===== config.mk =====
export PLATFORM = sky130hd
export DESIGN_NAME = idelay_multi_set_ctrl
export DESIGN_NICKNAME = d
export VERILOG_FILES = /design/src/rtl/idelay_ctrl_pkg.sv /design/src/rtl/idelay_step_calc.sv /design/src/rtl/idelay_multi_set_ctrl.sv
export SDC_FILE = /design/constraint.sdc
export NUM_CORES = 1
export LEC_CHECK = 0
export CAP_MARGIN = 20
export CORE_ASPECT_RATIO = 1.75
export CORE_MARGIN = 4
export CORE_UTILIZATION = 50
export CTS_CLUSTER_DIAMETER = 30
export CTS_CLUSTER_SIZE = 8
export DETAILED_ROUTE_END_ITERATION = 7
export HOLD_SLACK_MARGIN = 0.03
export PLACE_DENSITY = 0.79
export SLEW_MARGIN = 20
export SYNTH_ARGS = -nofsm -noshare
export SYNTH_HDL_FRONTEND = slang
export SYNTH_SLANG_ARGS = --single-unit

===== constraint.sdc =====
create_clock -name clk160 -period 4.2 [get_ports clk160]
set_input_delay 0.84 -clock clk160 [delete_from_list [all_inputs] [get_ports clk160]]
set_output_delay 0.84 -clock clk160 [all_outputs]
set_load 0.01 [all_outputs]

===== src/rtl/idelay_ctrl_pkg.sv =====
// Shared definitions for the multi-channel IDELAY step sequencer:
// state encoding, default parameter values and channel-slice helper.
package idelay_ctrl_pkg;

  localparam int unsigned N_CH_DEF      = 4;
  localparam int unsigned DW_DEF        = 9;
  localparam int unsigned MAX_STEP_DEF  = 8;
  localparam int unsigned WAIT_CYC_DEF  = 4;
  localparam int unsigned ERR_LIMIT_DEF = 4;

  typedef enum logic [2:0] {
    IDLE,
    SCAN,
    CAPTURE,
    CALC,
    WRITE,
    SETTLE,
    VERIFY
  } state_t;

  // Bit offset of channel ch inside a packed N_CH*DW bus.
  function automatic int unsigned ch_lsb(input int unsigned ch, input int unsigned dw);
    return ch * dw;
  endfunction

endpackage


===== src/rtl/idelay_step_calc.sv =====
// Combinational clamp: next tap value moves from cur toward tgt by at most
// MAX_STEP taps (MAX_STEP=0 jumps straight to tgt).
module idelay_step_calc #(
  parameter int unsigned DW       = 9,
  parameter int unsigned MAX_STEP = 8
) (
  input  logic [DW-1:0] i_cur,
  input  logic [DW-1:0] i_tgt,
  output logic [DW-1:0] o_nxt
);

  localparam logic signed [DW:0] STEP_S = (DW+1)'(MAX_STEP);
  localparam logic        [DW-1:0] STEP_U = DW'(MAX_STEP);

  logic signed [DW:0] w_diff;

  always_comb begin
    w_diff = $signed({1'b0, i_tgt}) - $signed({1'b0, i_cur});
    o_nxt  = i_tgt;
    if (MAX_STEP != 0) begin
      if (w_diff > STEP_S) begin
        o_nxt = i_cur + STEP_U;
      end else if (w_diff < -STEP_S) begin
        o_nxt = i_cur - STEP_U;
      end
    end
  end

endmodule


===== src/rtl/idelay_multi_set_ctrl.sv =====
// Round-robin IDELAY tap sequencer: steps each channel toward its target,
// strobes LOAD, waits to settle, verifies readback and flags stalled channels.
module idelay_multi_set_ctrl
  import idelay_ctrl_pkg::*;
#(
  parameter int unsigned N_CH      = N_CH_DEF,
  parameter int unsigned DW        = DW_DEF,
  parameter int unsigned MAX_STEP  = MAX_STEP_DEF,
  parameter int unsigned WAIT_CYC  = WAIT_CYC_DEF,
  parameter int unsigned ERR_LIMIT = ERR_LIMIT_DEF
) (
  input  logic               clk160,
  input  logic               rst,
  input  logic               enable,
  input  logic [N_CH*DW-1:0] delay_target,
  input  logic [N_CH*DW-1:0] delay_out,
  output logic [N_CH*DW-1:0] delay_set_value,
  output logic [N_CH-1:0]    delay_wr,
  output logic [N_CH-1:0]    ch_ready,
  output logic               all_ready,
  output logic [N_CH-1:0]    ch_error,
  output logic               busy
);

  localparam int unsigned PW = (N_CH > 1) ? $clog2(N_CH) : 1;
  localparam int unsigned SW = $clog2(ERR_LIMIT + 1);
  localparam int unsigned CW = $clog2(WAIT_CYC + 1);

  state_t              r_state, w_next;
  logic [PW-1:0]       r_ptr;
  logic [DW-1:0]       r_cur, r_tgt;
  logic [CW-1:0]       r_cnt;
  logic                r_supp;
  logic [N_CH*DW-1:0]  r_set;
  logic [N_CH-1:0]     r_wr, r_err;
  logic                r_busy;
  logic [SW-1:0]       r_stall   [N_CH];
  logic [DW-1:0]       r_err_tgt [N_CH];

  logic [DW-1:0]       w_tgt [N_CH];
  logic [DW-1:0]       w_out [N_CH];
  logic [N_CH-1:0]     w_ready;
  logic [DW-1:0]       w_sel_tgt, w_sel_out, w_sel_set, w_nxt;
  logic                w_sel_ready, w_sel_err, w_pending;
  logic [PW-1:0]       w_ptr_nxt;

  // Channel selection is a compare-per-channel mux so the pointer width never
  // has to match the array index width (matters for N_CH=1 or non-power-of-2).
  always_comb begin
    w_sel_tgt   = '0;
    w_sel_out   = '0;
    w_sel_set   = '0;
    w_sel_ready = 1'b0;
    w_sel_err   = 1'b0;
    for (int unsigned c = 0; c < N_CH; c++) begin
      w_tgt[c]   = delay_target[ch_lsb(c, DW) +: DW];
      w_out[c]   = delay_out[ch_lsb(c, DW) +: DW];
      w_ready[c] = (w_tgt[c] == w_out[c]);
      if (r_ptr == PW'(c)) begin
        w_sel_tgt   = w_tgt[c];
        w_sel_out   = w_out[c];
        w_sel_set   = r_set[ch_lsb(c, DW) +: DW];
        w_sel_ready = w_ready[c];
        w_sel_err   = r_err[c];
      end
    end
  end

  // Only leave IDLE when some channel needs work, so busy drops to 0 once settled.
  assign w_pending = |(~w_ready & ~r_err);
  assign w_ptr_nxt = (r_ptr == PW'(N_CH - 1)) ? '0 : r_ptr + PW'(1);

  idelay_step_calc #(
    .DW       (DW),
    .MAX_STEP (MAX_STEP)
  ) u_step_calc (
    .i_cur (r_cur),
    .i_tgt (r_tgt),
    .o_nxt (w_nxt)
  );

  always_comb begin
    w_next = r_state;
    case (r_state)
      IDLE:    if (enable && w_pending) w_next = SCAN;
      SCAN:    w_next = (w_sel_ready || w_sel_err) ? IDLE : CAPTURE;
      CAPTURE: w_next = CALC;
      CALC:    w_next = WRITE;
      WRITE:   w_next = SETTLE;
      SETTLE:  if (r_cnt == CW'(WAIT_CYC - 1)) w_next = VERIFY;
      VERIFY:  w_next = IDLE;
      default: w_next = IDLE;
    endcase
  end

  always_ff @(posedge clk160) begin
    if (rst) begin
      r_state <= IDLE;
      r_ptr   <= '0;
      r_cur   <= '0;
      r_tgt   <= '0;
      r_cnt   <= '0;
      r_supp  <= 1'b0;
      r_set   <= '0;
      r_wr    <= '0;
      r_err   <= '0;
      r_busy  <= 1'b0;
      for (int unsigned c = 0; c < N_CH; c++) begin
        r_stall[c]   <= '0;
        r_err_tgt[c] <= '0;
      end
    end else begin
      r_state <= w_next;
      r_busy  <= (w_next != IDLE);
      r_wr    <= '0;
      for (int unsigned c = 0; c < N_CH; c++) begin
        if (r_err[c] && (w_tgt[c] != r_err_tgt[c])) r_err[c] <= 1'b0;
      end
      case (r_state)
        SCAN: if (w_sel_ready || w_sel_err) r_ptr <= w_ptr_nxt;
        CAPTURE: begin
          r_cur <= w_sel_out;
          r_tgt <= w_sel_tgt;
        end
        CALC: begin
          r_cnt  <= '0;
          r_supp <= w_sel_ready;
          for (int unsigned c = 0; c < N_CH; c++) begin
            if (r_ptr == PW'(c)) begin
              r_set[ch_lsb(c, DW) +: DW] <= w_nxt;
              r_wr[c] <= ~w_sel_ready;
            end
          end
        end
        SETTLE: r_cnt <= r_cnt + CW'(1);
        VERIFY: begin
          r_ptr <= w_ptr_nxt;
          for (int unsigned c = 0; c < N_CH; c++) begin
            if (r_ptr == PW'(c)) begin
              if ((w_sel_out == w_sel_set) || r_supp) begin
                r_stall[c] <= '0;
              end else if (r_stall[c] == SW'(ERR_LIMIT - 1)) begin
                r_stall[c]   <= '0;
                r_err[c]     <= 1'b1;
                r_err_tgt[c] <= r_tgt;
              end else begin
                r_stall[c] <= r_stall[c] + SW'(1);
              end
            end
          end
        end
        default: ;
      endcase
    end
  end

  assign delay_set_value = r_set;
  assign delay_wr        = r_wr;
  assign ch_ready        = w_ready;
  assign all_ready       = &w_ready;
  assign ch_error        = r_err;
  assign busy            = r_busy;

endmodule


==> flow_summary.json, run 1 <==
{
  "whs_path_depth": 2,
  "layout-drive-gt1-share_pct": 7.46,
  "synthToLayoutAreaGrowth_pct": 28.3,
  "synth_edf_count": 48,
  "setup_ws_ns": 0.167,
  "min_period_ns": 4.03,
  "hpwl_um": 18700,
  "crit_type": "input port to output pin",
  "grt_pass1_vias": 6870,
  "numCtsBuffers": 17,
  "drt_iter0_drc": 678,
  "ctsHoldBuffers": 0,
  "p_leak_nw": 3.57,
  "htreeDepth": 4,
  "start_kind": "input port",
  "antenna_found_initial": 0,
  "irDropWorstVdd_mv": 0.254,
  "hold_viol": 0,
  "synth-seq-cells": 120,
  "dp_slack_ns": 0.205,
  "insertion_delay_ns": 0.42,
  "finalMaxSlewViolations": 0,
  "n_antenna_cell": 0,
  "syn-num-nets": 950,
  "ios": 125,
  "finalSetupTns_ns": 0,
  "yosysSeqAreaShare_pct": 38.5,
  "fin_skew_ns": 0.0112,
  "grtUsageTotal_pct": 29.5,
  "gp_congestion": 1.05,
  "arrival_ns": 3.19,
  "slew_headroom_pct": 46.1,
  "status": "completed",
  "fin_nets": 1067,
  "syn-instance-count": 849,
  "grt_setup_unrepaired": "false",
  "worstMarginPinSlew_ns": 0.808,
  "rrSetupSlack_ns": 0.34,
  "post_cts_buffers": 0,
  "cts_tree": "done",
  "place_area_mm2": 0.00894,
  "rr_worst_depth": 12,
  "mostFrequentLayoutCells": "123 x clkdlybuf4s50_1, 93 x nand2_1, 72 x dfxtp_1",
  "fp.dieW_um": 101,
  "io_buffers": 124,
  "n_fill_cell": 1191,
  "grt_max_degree": 74,
  "row_count": 59,
  "netlist_area_mm2": 0.00750,
  "synth-async-reset-ratio_pct": 0,
  "cts.sinks": 120,
  "fmax_mhz": 248,
  "dr.pass1.iters": 7,
  "grt_pass1_wl_um": 38500,
  "drc": 0,
  "worstReg2RegStart": "r_ptr[0]$_SDFFE_PP0P_",
  "final_common_cell": "clkdlybuf4s50_1",
  "path_clk_slew_ns": 0.06,
  "core_mm2": 0.0148,
  "final_cells": 1162,
  "fin_area_mm2": 0.00962,
  "dpl.cell_count": 1129,
  "vias_per_cell": 6.26,
  "via_count": 7272,
  "crit_fanout": 5,
  "hp-class": "flop to flop",
  "ys_types": 68,
  "start_util_pct": 50.8,
  "worstHoldEndpoint": "delay_set_value[21]$_SDFFE_PP0P_",
  "required_ns": 3.36,
  "max_cap_violations": 0,
  "avgSynthCellArea_um2": 8.83,
  "postRouteAntennaNets": 0,
  "clock_path_buffers": 2,
  "grt_overflow": 0,
  "timing.final.crit_share_pct": 96.0,
  "power.density_mw_per_mm2": 387,
  "synth_ff_type": "dfxtp_1",
  "post_drt_wl_per_cell_um": 21.7,
  "die-height_um": 170,
  "endpoint_kind": "output pin",
  "worstHoldStart": "delay_set_value[21]$_SDFFE_PP0P_",
  "dieArea_mm2": 0.0171,
  "r2r-end": "r_err_tgt[1][1]$_SDFFCE_PN0P_",
  "wl_um": 25200,
  "finalSetupViolations": 0,
  "clock-root-buffer": "clkbuf_16",
  "post_cts_resize_count": 0,
  "ys_warn_count": 0
}
[worst max-delay path, stage by stage]
cell and delay [ns]:
clkdlybuf4s50_1 0.59, xnor2_1 0.30, nand4_1 0.12, nor4_1 0.38, buf_4 0.23, and4_1 0.18
clkdlybuf4s50_1 0.55
[kinds of logic after synthesis]
logic type      Yosys count  synth area share (%)
fa+ha+maj                26                  4.44
simple gates            342                  23.7
compound gates          173                  15.9
mux                       9                  1.27
buf+inv                  77                  4.21
xor+xnor                102                  12.0
flops                   120                  38.5
[worst max path at each step]
stage	startpoint	slack (ns)	endpoint
floorplan	r_ptr[0]$_SDFFE_PP0P_	1.20	r_err_tgt[1][0]$_SDFFCE_PN0P_
global route	r_ptr[0]$_SDFFE_PP0P_	0.1	r_err_tgt[1][4]$_SDFFCE_PN0P_
finish	delay_target[26]	0.17	all_ready
detailed placement	delay_target[26]	0.21	all_ready
CTS	delay_target[26]	0.19	all_ready
global placement	delay_target[26]	0.24	all_ready
[sequential cells by signal, indices dropped and copies added, names as in the netlist]
signal	count
r_tgt	9
r_supp	1
busy	1
r_err_tgt	36
ch_error	4
r_cur	9
delay_set_value	36
r_ptr	2
r_stall	12
delay_wr	4
r_state	3
r_cnt	3
[per-stage QoR]
| step | hold WS, ns | utilization (%) | power [W] |
|---|---|---|---|
| floorplan | 0.462 | - | 0.00183 |
| global placement | 0.471 | 60.6 | 0.00209 |
| detailed placement | 0.470 | 60.6 | 0.00210 |
| CTS | 0.478 | 65.1 | 0.00370 |
| global route | 0.498 | 65.1 | 0.00384 |
| finish | 0.481 | 65.1 | 0.00372 |
[final cells by class]
cell class	instances	area, um^2	share of cell area (%)
Multi-Input combinational cell	652	4300	44.7
Sequential cell	120	2880	30.0
Timing Repair Buffer	150	1440	15.0
Clock buffer	22	518	5.39
Tap cell	183	229	2.38
Clock inverter	10	149	1.55
Inverter	25	93.8	0.976
[report_power, final]
group / total [W] / internal, W / leakage [nW] / switching, W
registers: 0.00129 / 0.00125 / 1.08 / 0.0000454
clock network: 0.00163 / 0.00107 / 0.328 / 0.000559
logic: 0.000800 / 0.000329 / 2.16 / 0.000471
[cells in the mapped netlist (all sizes together), types with 3 or more instances]
| library cell | count | area, um^2 |
|---|---|---|
| a21oi | 32 | 160 |
| nor4b | 6 | 52.6 |
| nor2 | 72 | 280 |
| xnor2 | 52 | 455 |
| or3 | 4 | 25.0 |
| nand3b | 17 | 128 |
| nand4 | 5 | 31.3 |
| o41ai | 3 | 26.3 |
| clkbuf | 37 | 140 |
| nor3 | 14 | 81.3 |
| mux2i | 8 | 80.1 |
| o211ai | 12 | 95.1 |
| o22ai | 5 | 37.5 |
| buf | 15 | 81.3 |
| nand3 | 31 | 160 |
| and2 | 7 | 43.8 |
| a211oi | 20 | 155 |
| a22oi | 4 | 30.0 |
| and4b | 4 | 40.0 |
| dfxtp | 72 | 1440 |
| a31oi | 25 | 156 |
| and3 | 35 | 219 |
| nor2b | 18 | 113 |
| edfxtp | 48 | 1440 |
| xor2 | 50 | 445 |
| a22o | 6 | 52.6 |
| a311oi | 20 | 175 |
| o21ai | 27 | 135 |
| nor4 | 25 | 163 |
| ha | 25 | 313 |
| inv | 25 | 93.8 |
| and4 | 6 | 55.1 |
| nand2 | 93 | 349 |
[layer usage]
metal  up-vias  part of all wire, %  GRT usage [%]
met5         -                    0              0
met4         0                  6.5           17.7
met3       109                  8.4           5.13
met2       402                   51           51.5
met1      3428                   35           33.1
li1       3333                    -              -
Note: power is estimated with default switching activity, not from simulation.
==> run 2: changes to the inputs <==
--- a/config.mk
+++ b/config.mk
@@ -6,7 +6,6 @@
 export NUM_CORES = 1
 export LEC_CHECK = 0
 export CAP_MARGIN = 20
-export CORE_ASPECT_RATIO = 1.75
 export CORE_MARGIN = 4
 export CORE_UTILIZATION = 50
 export CTS_CLUSTER_DIAMETER = 30
==> run 2 against run 1 <==
Compared with the run above: fmax up 6.3%; routed wire length down 5.6%; via count fell by 1.2%; clock power is 7% lower; global-route usage decreased by 1.6 points; flip-flop and latch count unchanged; critical path depth unchanged; sequential share of layout area rose by 0.24 points; count of clock-buffer cells in the layout shrank 3; worst setup slack improved by 0.24 ns; non-clock buffer count fell by 3; critical path type unchanged; critical endpoint unchanged.
==> flow_summary.json, run 2 (same netlist as run 1, synthesis figures left out) <==
{
  "drt_iter0_drc": 760,
  "insertion_delay_ns": 0.42,
  "gp_congestion": 0.959,
  "grt_overflow": 0,
  "grt_pass1_vias": 6651,
  "hp-class": "flop to flop",
  "grt_pass1_wl_um": 36400,
  "grt_use_met1_pct": 37.5,
  "worstPathCellList": "clkdlybuf4s50_1, xnor2_1, nand4_1, nor4_1, buf_4, and4_1, clkdlybuf4s50_1",
  "ios": 125,
  "io_buffers": 124,
  "postRouteAntennaNets": 0,
  "required_ns": 3.36,
  "row_count": 44,
  "layout-drive-gt1-share_pct": 7.07,
  "post_cts_buffers": 0,
  "arrival_ns": 2.95,
  "synthToLayoutAreaGrowth_pct": 27.3,
  "die-height_um": 130,
  "mostFrequentLayoutCells": "123 x clkdlybuf4s50_1, 93 x nand2_1, 72 x dfxtp_1",
  "core_mm2": 0.0146,
  "grt_setup_unrepaired": "false",
  "htreeDepth": 4,
  "setup_ws_ns": 0.406,
  "slew_headroom_pct": 44.6,
  "clock-root-buffer": "clkbuf_16",
  "crit_type": "input port to output pin",
  "slowest_delay_ns": 0.60,
  "clock_path_buffers": 2,
  "post_drt_wl_per_cell_um": 20.5,
  "grt_use_met2_pct": 44.0,
  "path_common_cell": "clkdlybuf4s50_1",
  "power.density_mw_per_mm2": 377,
  "p_leak_nw": 3.52,
  "fin_skew_ns": 0.00632,
  "irDropWorstVdd_mv": 0.324,
  "vias_per_cell": 6.19,
  "final_common_cell": "clkdlybuf4s50_1",
  "crit_fanout": 5,
  "numCtsBuffers": 17,
  "endpoint_kind": "output pin",
  "dp_slack_ns": 0.378,
  "worst-path-buf-inv": 3,
  "max_cap_violations": 0,
  "ctsHoldBuffers": 0,
  "grt_util_met3_pct": 5.93,
  "cp_top_family": "buffers and inverters",
  "cpMaxStageDelayCell": "clkdlybuf4s50_1",
  "start_kind": "input port",
  "fmax_mhz": 264,
  "wl_um": 23800,
  "min_period_ns": 3.79,
  "path_clk_slew_ns": 0.05,
  "drc": 0,
  "finalSetupViolations": 0,
  "finalSetupTns_ns": 0,
  "fin_nets": 1064,
  "hpwl_um": 18000,
  "timing.final.crit_share_pct": 90.3,
  "status": "completed",
  "grtUsageTotal_pct": 27.9,
  "via_count": 7185,
  "grt_max_degree": 74,
  "dr.pass1.iters": 5,
  "dieArea_mm2": 0.0170,
  "fp.dieW_um": 130,
  "grt-busiest-layer": "met2",
  "antenna_found_initial": 0,
  "cts.sinks": 120,
  "hold_viol": 0,
  "worstMarginPinSlew_ns": 0.826,
  "n_antenna_cell": 0,
  "finalMaxSlewViolations": 0,
  "start_util_pct": 51.4,
  "post_cts_resize_count": 0,
  "cts_tree": "done"
}
## run 2: cell count changes in the layout (fill, tap and decap cells not counted), sizes merged
cell / change
buf: -2
bufinv: +1
clkbuf: -4
clkinv: +4
clkinvlp: +2
inv: -4
## run 2: final cells by class
type | instances | area [um^2]
Clock buffer | 19 | 433
Inverter | 25 | 93.8
Tap cell | 184 | 230
Fill cell | 1165 | 5050
Multi-Input combinational cell | 652 | 4300
Timing Repair Buffer | 147 | 1420
Sequential cell | 120 | 2880
Clock inverter | 13 | 178
## run 2: tightest hold or removal path: stages (launching register included)
cell and delay (ns):
dfxtp_1 0.32, nand2_1 0.06, a21oi_1 0.05
## run 2: metrics by stage
| step | hold WS [ns] | total power [W] | utilization, % | instance area (um^2) | std cells |
|---|---|---|---|---|---|
| floorplan | 0.462 | 0.00183 | - | 7500 | 849 |
| global placement | 0.472 | 0.00207 | 61.2 | 8930 | 1128 |
| detailed placement | 0.480 | 0.00208 | 61.2 | 8930 | 1128 |
| CTS | 0.490 | 0.00359 | 65.4 | 9540 | 1160 |
| global route | 0.499 | 0.00372 | 65.4 | 9540 | 1160 |
| finish | 0.487 | 0.00359 | 65.4 | 9540 | 1160 |
## run 2: worst paths after layout
| check | startpoint | to | slack, ns | depth (start not counted) |
|---|---|---|---|---|
| max | delay_target[26] | all_ready | 0.41 | 7 |
| min | delay_set_value[21]$_SDFFE_PP0P_ | delay_set_value[21]$_SDFFE_PP0P_ | 0.49 | 2 |
| max reg2reg | r_ptr[0]$_SDFFE_PP0P_ | r_stall[0][1]$_SDFFCE_PN0P_ | 0.41 | 12 |
| min reg2reg | delay_set_value[21]$_SDFFE_PP0P_ | delay_set_value[21]$_SDFFE_PP0P_ | 0.49 | 2 |
## run 2: report_power, final
group	total [W]	internal [W]	leakage, nW	switching (W)
Sequential	0.00130	0.00125	1.08	0.0000493
Combinational	0.000773	0.000326	2.15	0.000447
Clock	0.00152	0.000988	0.297	0.000533
Total	0.00359	0.00256	3.52	0.00103
## run 2: metal layers
metal  part of all wire, %  vias up
met4                   3.4        0
met2                    47      414
met1                    40     3376
li1                      -     3329
met5                     0        -
met3                    10       66
